File: src/rtl/down_timer_pkg.sv
// rtl/down_timer_pkg.sv - shared state encoding and default parameters for down_timer
package down_timer_pkg;

    localparam int DT_WIDTH_DEFAULT        = 8;
    localparam int DT_PRESCALE_DIV_DEFAULT = 4;

    typedef enum logic [1:0] {
        IDLE    = 2'd0,
        RUN     = 2'd1,
        HOLD    = 2'd2,
        EXPIRED = 2'd3
    } dt_state_t;

endpackage

File: src/rtl/down_timer_tick_gen.sv
// rtl/down_timer_tick_gen.sv - prescaler producing one tick every DIV enabled cycles
module tick_gen #(
    parameter int DIV = 4
) (
    input  logic clk,
    input  logic rst_n,
    input  logic clear,
    input  logic enable,
    output logic tick
);

    localparam int CW = (DIV > 1) ? $clog2(DIV) : 1;
    localparam logic [CW-1:0] LAST = CW'(DIV - 1);

    logic [CW-1:0] cnt;

    assign tick = enable && (cnt == LAST);

    // Phase counter: cleared on RUN entry, frozen while not enabled, wraps on tick
    always_ff @(posedge clk or negedge rst_n) begin
        if (!rst_n) begin
            cnt <= '0;
        end else if (clear) begin
            cnt <= '0;
        end else if (enable) begin
            cnt <= tick ? '0 : cnt + 1'b1;
        end
    end

endmodule

File: src/rtl/down_timer.sv
// rtl/down_timer.sv - programmable down-counting timer; DOWN_TIMER_PRESCALE_EN enables the tick prescaler
module down_timer
    import down_timer_pkg::*;
#(
    parameter int WIDTH        = DT_WIDTH_DEFAULT,
    parameter int PRESCALE_DIV = DT_PRESCALE_DIV_DEFAULT
) (
    input  logic             clk,
    input  logic             rst_n,
    input  logic             load_valid,
    output logic             load_ready,
    input  logic [WIDTH-1:0] load_value,
    input  logic             load_reload,
    input  logic             start,
    input  logic             stop,
    output logic [WIDTH-1:0] count,
    output logic             busy,
    output logic             tc_pulse,
    output logic             done
);

    dt_state_t        state, state_n;
    logic [WIDTH-1:0] count_n;
    logic [WIDTH-1:0] reload, reload_n;
    logic             mode, mode_n;
    logic             tc_n;
    logic             done_n;
    logic             load_fire;
    logic             run_entry;
    logic             tick;

    assign busy       = (state == RUN);
    assign load_ready = (state != RUN);
    assign load_fire  = load_valid && load_ready;

    // Entry into RUN, computed without the tick so the prescaler clear has no loop through it
    always_comb begin
        run_entry = 1'b0;
        if (!load_fire && start) begin
            case (state)
                IDLE:    run_entry = (count != '0);
                HOLD:    run_entry = !stop;
                EXPIRED: run_entry = (reload != '0);
                default: run_entry = 1'b0;
            endcase
        end
    end

`ifdef DOWN_TIMER_PRESCALE_EN
    tick_gen #(
        .DIV(PRESCALE_DIV)
    ) u_tick_gen (
        .clk    (clk),
        .rst_n  (rst_n),
        .clear  (run_entry),
        .enable (busy),
        .tick   (tick)
    );
`else
    // Legal dividers are >= 1, so without the prescaler every RUN cycle is a tick
    assign tick = (PRESCALE_DIV > 0);
`endif

    // Next-state and next-register values; a load always takes priority over start
    always_comb begin
        state_n  = state;
        count_n  = count;
        reload_n = reload;
        mode_n   = mode;
        tc_n     = 1'b0;
        done_n   = done;
        if (load_fire) begin
            count_n  = load_value;
            reload_n = load_value;
            mode_n   = load_reload;
            state_n  = IDLE;
            done_n   = 1'b0;
        end else begin
            case (state)
                IDLE: begin
                    if (run_entry) state_n = RUN;
                end
                RUN: begin
                    if (tick) begin
                        if (count > WIDTH'(1)) begin
                            count_n = count - 1'b1;
                        end else if (count == WIDTH'(1)) begin
                            tc_n = 1'b1;
                            if (mode) begin
                                count_n = reload;
                            end else begin
                                count_n = '0;
                                state_n = EXPIRED;
                                done_n  = 1'b1;
                            end
                        end
                    end
                    // A one-shot expiry in the same cycle beats the pause
                    if (stop && (state_n == RUN)) state_n = HOLD;
                end
                HOLD: begin
                    if (run_entry) state_n = RUN;
                end
                EXPIRED: begin
                    if (run_entry) begin
                        count_n = reload;
                        state_n = RUN;
                        done_n  = 1'b0;
                    end
                end
                default: state_n = IDLE;
            endcase
        end
    end

    // State and datapath registers
    always_ff @(posedge clk or negedge rst_n) begin
        if (!rst_n) begin
            state    <= IDLE;
            count    <= '0;
            reload   <= '0;
            mode     <= 1'b0;
            tc_pulse <= 1'b0;
            done     <= 1'b0;
        end else begin
            state    <= state_n;
            count    <= count_n;
            reload   <= reload_n;
            mode     <= mode_n;
            tc_pulse <= tc_n;
            done     <= done_n;
        end
    end

endmodule

File: config.mk
export PLATFORM = sky130hd
export DESIGN_NAME = down_timer
export DESIGN_NICKNAME = d
export VERILOG_FILES = /design/src/rtl/down_timer_pkg.sv /design/src/rtl/down_timer_tick_gen.sv /design/src/rtl/down_timer.sv
export SDC_FILE = /design/constraint.sdc
export NUM_CORES = 1
export LEC_CHECK = 0
export ABC_AREA = 1
export ABC_CLOCK_PERIOD_IN_PS = 1700
export BUFFER_PORTS_ARGS = -buffer_cell sky130_fd_sc_hd__buf_2
export CAP_MARGIN = 20
export CORE_MARGIN = 2
export CORE_UTILIZATION = 40
export CTS_BUF_LIST = sky130_fd_sc_hd__clkbuf_4 sky130_fd_sc_hd__clkbuf_8
export DETAILED_ROUTE_END_ITERATION = 6
export PLACE_DENSITY_LB_ADDON = 0.05
export SETUP_SLACK_MARGIN = 0.4
export SYNTH_ARGS = -nofsm -noshare
export SYNTH_HDL_FRONTEND = slang
export SYNTH_SLANG_ARGS = --single-unit
File: constraint.sdc
create_clock -name clk -period 1.7 [get_ports clk]
set_clock_uncertainty 0.05 [all_clocks]
set_input_delay 0.34 -clock clk [delete_from_list [all_inputs] [get_ports clk]]
set_output_delay 0.34 -clock clk [all_outputs]
set_load 0.01 [all_outputs]
==> flow_metrics.env <==
export IMPL_clk_latency_ps=310
export IMPL_post_route_util_pct=59.92
export IMPL_start_kind="flop"
export IMPL_worst_pin_slew_ps=487.4
export IMPL_grt_max_degree=28
export IMPL_async_reset_ff_share_pct=100.0
export IMPL_grt_pass1_wl_um=6306
export IMPL_synth_edf_count=0
export IMPL_period_share_pct=91.07
export IMPL_vdd_ir_drop_max_mv=1.111
export IMPL_fmax_mhz=645.9
export IMPL_min_period_ps=1548
export IMPL_ys_types=25
export IMPL_place_ws_ps=117.9
export IMPL_die_h_um=62.87
export IMPL_antenna_found_initial=0
export IMPL_place_congestion=0.7963
export IMPL_ys_warn_count=0
export IMPL_setup_viol=0
export IMPL_drc=0
export IMPL_path_max_fanout=5
export IMPL_area_delta_synth_final_pct=44.22
export IMPL_synth_main_ff_cell="dfrtp_1"
export IMPL_rsz0062_at_grt="true"
export IMPL_grt_use_total_pct=20.05
export IMPL_crit_path_max_incr_delay_ps=420
export IMPL_timing_max_cap_violations=0
export IMPL_dpl_hpwl_um=2595
export IMPL_fillers=315
export IMPL_cts_root_buf="clkbuf_4"
export IMPL_die_w_um=62.87
export IMPL_required_ps=1870
export IMPL_synth_top_area_share_pct=37.91
export IMPL_crit_family="simple AND/OR/NAND/NOR gates"
export IMPL_crit_arrival_ps=1720
export IMPL_cp_num_buf_inv=1
export IMPL_avgViaCountPerCell=4.885
export IMPL_syn_nets=209
export IMPL_p_leak_nw=1.045
export IMPL_clkTransAtPathRegs_ps=130
export IMPL_fin_nets=268
export IMPL_wirelength_um=3790
export IMPL_die_area_sq_um=3953
export IMPL_postLayoutCellArea_sq_um=1999
export IMPL_cp_cell_sequence="inv_2 > ha_4 > nand2_4 > nor2_4 > nor2_4 > nand2_2 > nand3_1 > nand3_1 > nand2_1 > nand2_1"
export IMPL_ys_ff_latch=21
export IMPL_syn_area_per_cell_sq_um=7.220
export IMPL_place_area_sq_um=1615
export IMPL_setup_tns_ps=0
export IMPL_ys_seq_area_share_pct=37.91
export IMPL_drive_above_1_share_pct=39.20
export IMPL_io_buffer_count=25
export IMPL_worst_slack_ps=151.8
export IMPL_start_util_pct=41.54
export IMPL_critPathCaptureType="flop"
export IMPL_ant_nets=0
export IMPL_cts_buffer_depth=2
export IMPL_drt_iter0_drc=75
export IMPL_clock_sinks=21
export IMPL_cpMaxStageDelayCell="dfrtp_1"
export IMPL_synth_most_common_cell="nand2_1"
export IMPL_powerDensity_nw_per_um2=1970
export IMPL_status="finished, final reports clean"
export IMPL_dr_total_vias=1446
export IMPL_antennaDiodeCount=0
export IMPL_total_power_w=0.003938
export IMPL_synth_common_cells="60 x nand2_1, 23 x nand3_1, 21 x dfrtp_1, 20 x inv_1, 19 x nor2_1"
export IMPL_wl_per_cell_um=12.80
export IMPL_relSlewSlack_pct=67.51
export IMPL_overflow=0
export IMPL_cts_buffers=3
export IMPL_synthTopCellsByArea="dfrtp_1 38%, nand2_1 16%, nand3_1 8.3%"
export IMPL_hold_violations=0
export IMPL_min_path_type="primary input to flop"
export IMPL_htree_num_levels=1
export IMPL_firstDrtPassIters=6
export IMPL_synth_cells=192
export IMPL_critPathKind="flop to flop"
export IMPL_coreArea_sq_um=3337
export IMPL_grt_pass1_vias=1444
export IMPL_cts_tree="yes"
export IMPL_io_pins=26
export IMPL_synth_top_area_cell="dfrtp_1"
export IMPL_slew_viol_final=0
export IMPL_synth_cell_area_sq_um=1386
export IMPL_row_count=21
## power by group
group / internal [W] / total (W) / switching, W / leakage (nW)
combinational: 0.00125 / 0.00277 / 0.00152 / 0.765
sequential: 0.000730 / 0.000897 / 0.000167 / 0.261
clock: 0.000108 / 0.000267 / 0.000159 / 0.0184
total: 0.00209 / 0.00394 / 0.00185 / 1.04
## registers in the layout (all words and copies together) (netlist names)
| signal | flops |
|---|---|
| reload | 8 |
| state | 2 |
| count | 8 |
| done | 1 |
| tc_pulse | 1 |
| mode | 1 |
## worst paths after layout
check                            startpoint       end  slack, ps  cells after the start
worst max-delay path               count[0]  count[0]        150                     10
worst min-delay path            load_reload      mode        200                      3
worst max register to register     count[0]  count[0]        150                     10
worst min register to register         done      done        440                      2
max in group asynchronous             rst_n  count[2]        790                      2
min in group asynchronous             rst_n      done        450                      2
## layer usage
metal / global-route usage [%] / share of wire (%)
met5: 0 / 0
met4: 6.667 / 0.77
met3: 2.703 / 2.8
met2: 36.30 / 52
met1: 24.18 / 45
## worst min-delay path, cell delays in order
cell and delay, ps:
buf_2 80, nand2_1 40, o21ai_0 60
## timing repair
action	in CTS	in global routing
setup buffers	15	10
endpoints found under the hold margin	21	0
hold buffers	1	0
pin swaps	18	2
setup endpoints to repair	23	30
gates resized for setup	20	19
gates cloned	2	0
## layout make-up
cell class	instances	area, sq um	area share [%]
clock buffer	4	30.03	1.502
inverter	23	101.3	5.069
multi-input combinational	147	854.6	42.74
sequential	21	528.0	26.41
tap	46	57.56	2.879
timing repair buffer	55	427.9	21.40
## cell families after synthesis
| kind of cell | share of synthesized area [%] |
|---|---|
| fa+ha+maj | 2.708 |
| compound gates | 6.227 |
| simple gates | 42.78 |
| buf+inv | 8.483 |
| xor+xnor | 1.896 |
| flops | 37.91 |
## through the flow
| stage | std cells | hold slack, ps |
|---|---|---|
| floorplan | 192 | -5.591 |
| global placement | 264 | 270.6 |
| detailed placement | 264 | 281.8 |
| CTS | 286 | 186.9 |
| global route | 296 | 192.7 |
| finish | 296 | 198.3 |
## layout by cell type, fill, tap and decap left out, drive strengths merged
| cell | instances |
|---|---|
| o21ai | 13 |
| nand3 | 23 |
| nand3b | 1 |
| nand4 | 7 |
| ha | 3 |
| nor2 | 26 |
| nand2 | 66 |
| dlygate4sd3 | 1 |
| nor3 | 2 |
| clkbuf | 4 |
| nor3b | 1 |
| xor2 | 3 |
| dfrtp | 21 |
| inv | 23 |
| a21oi | 2 |
| buf | 54 |
No activity file was read; power rests on OpenSTA's default activity.
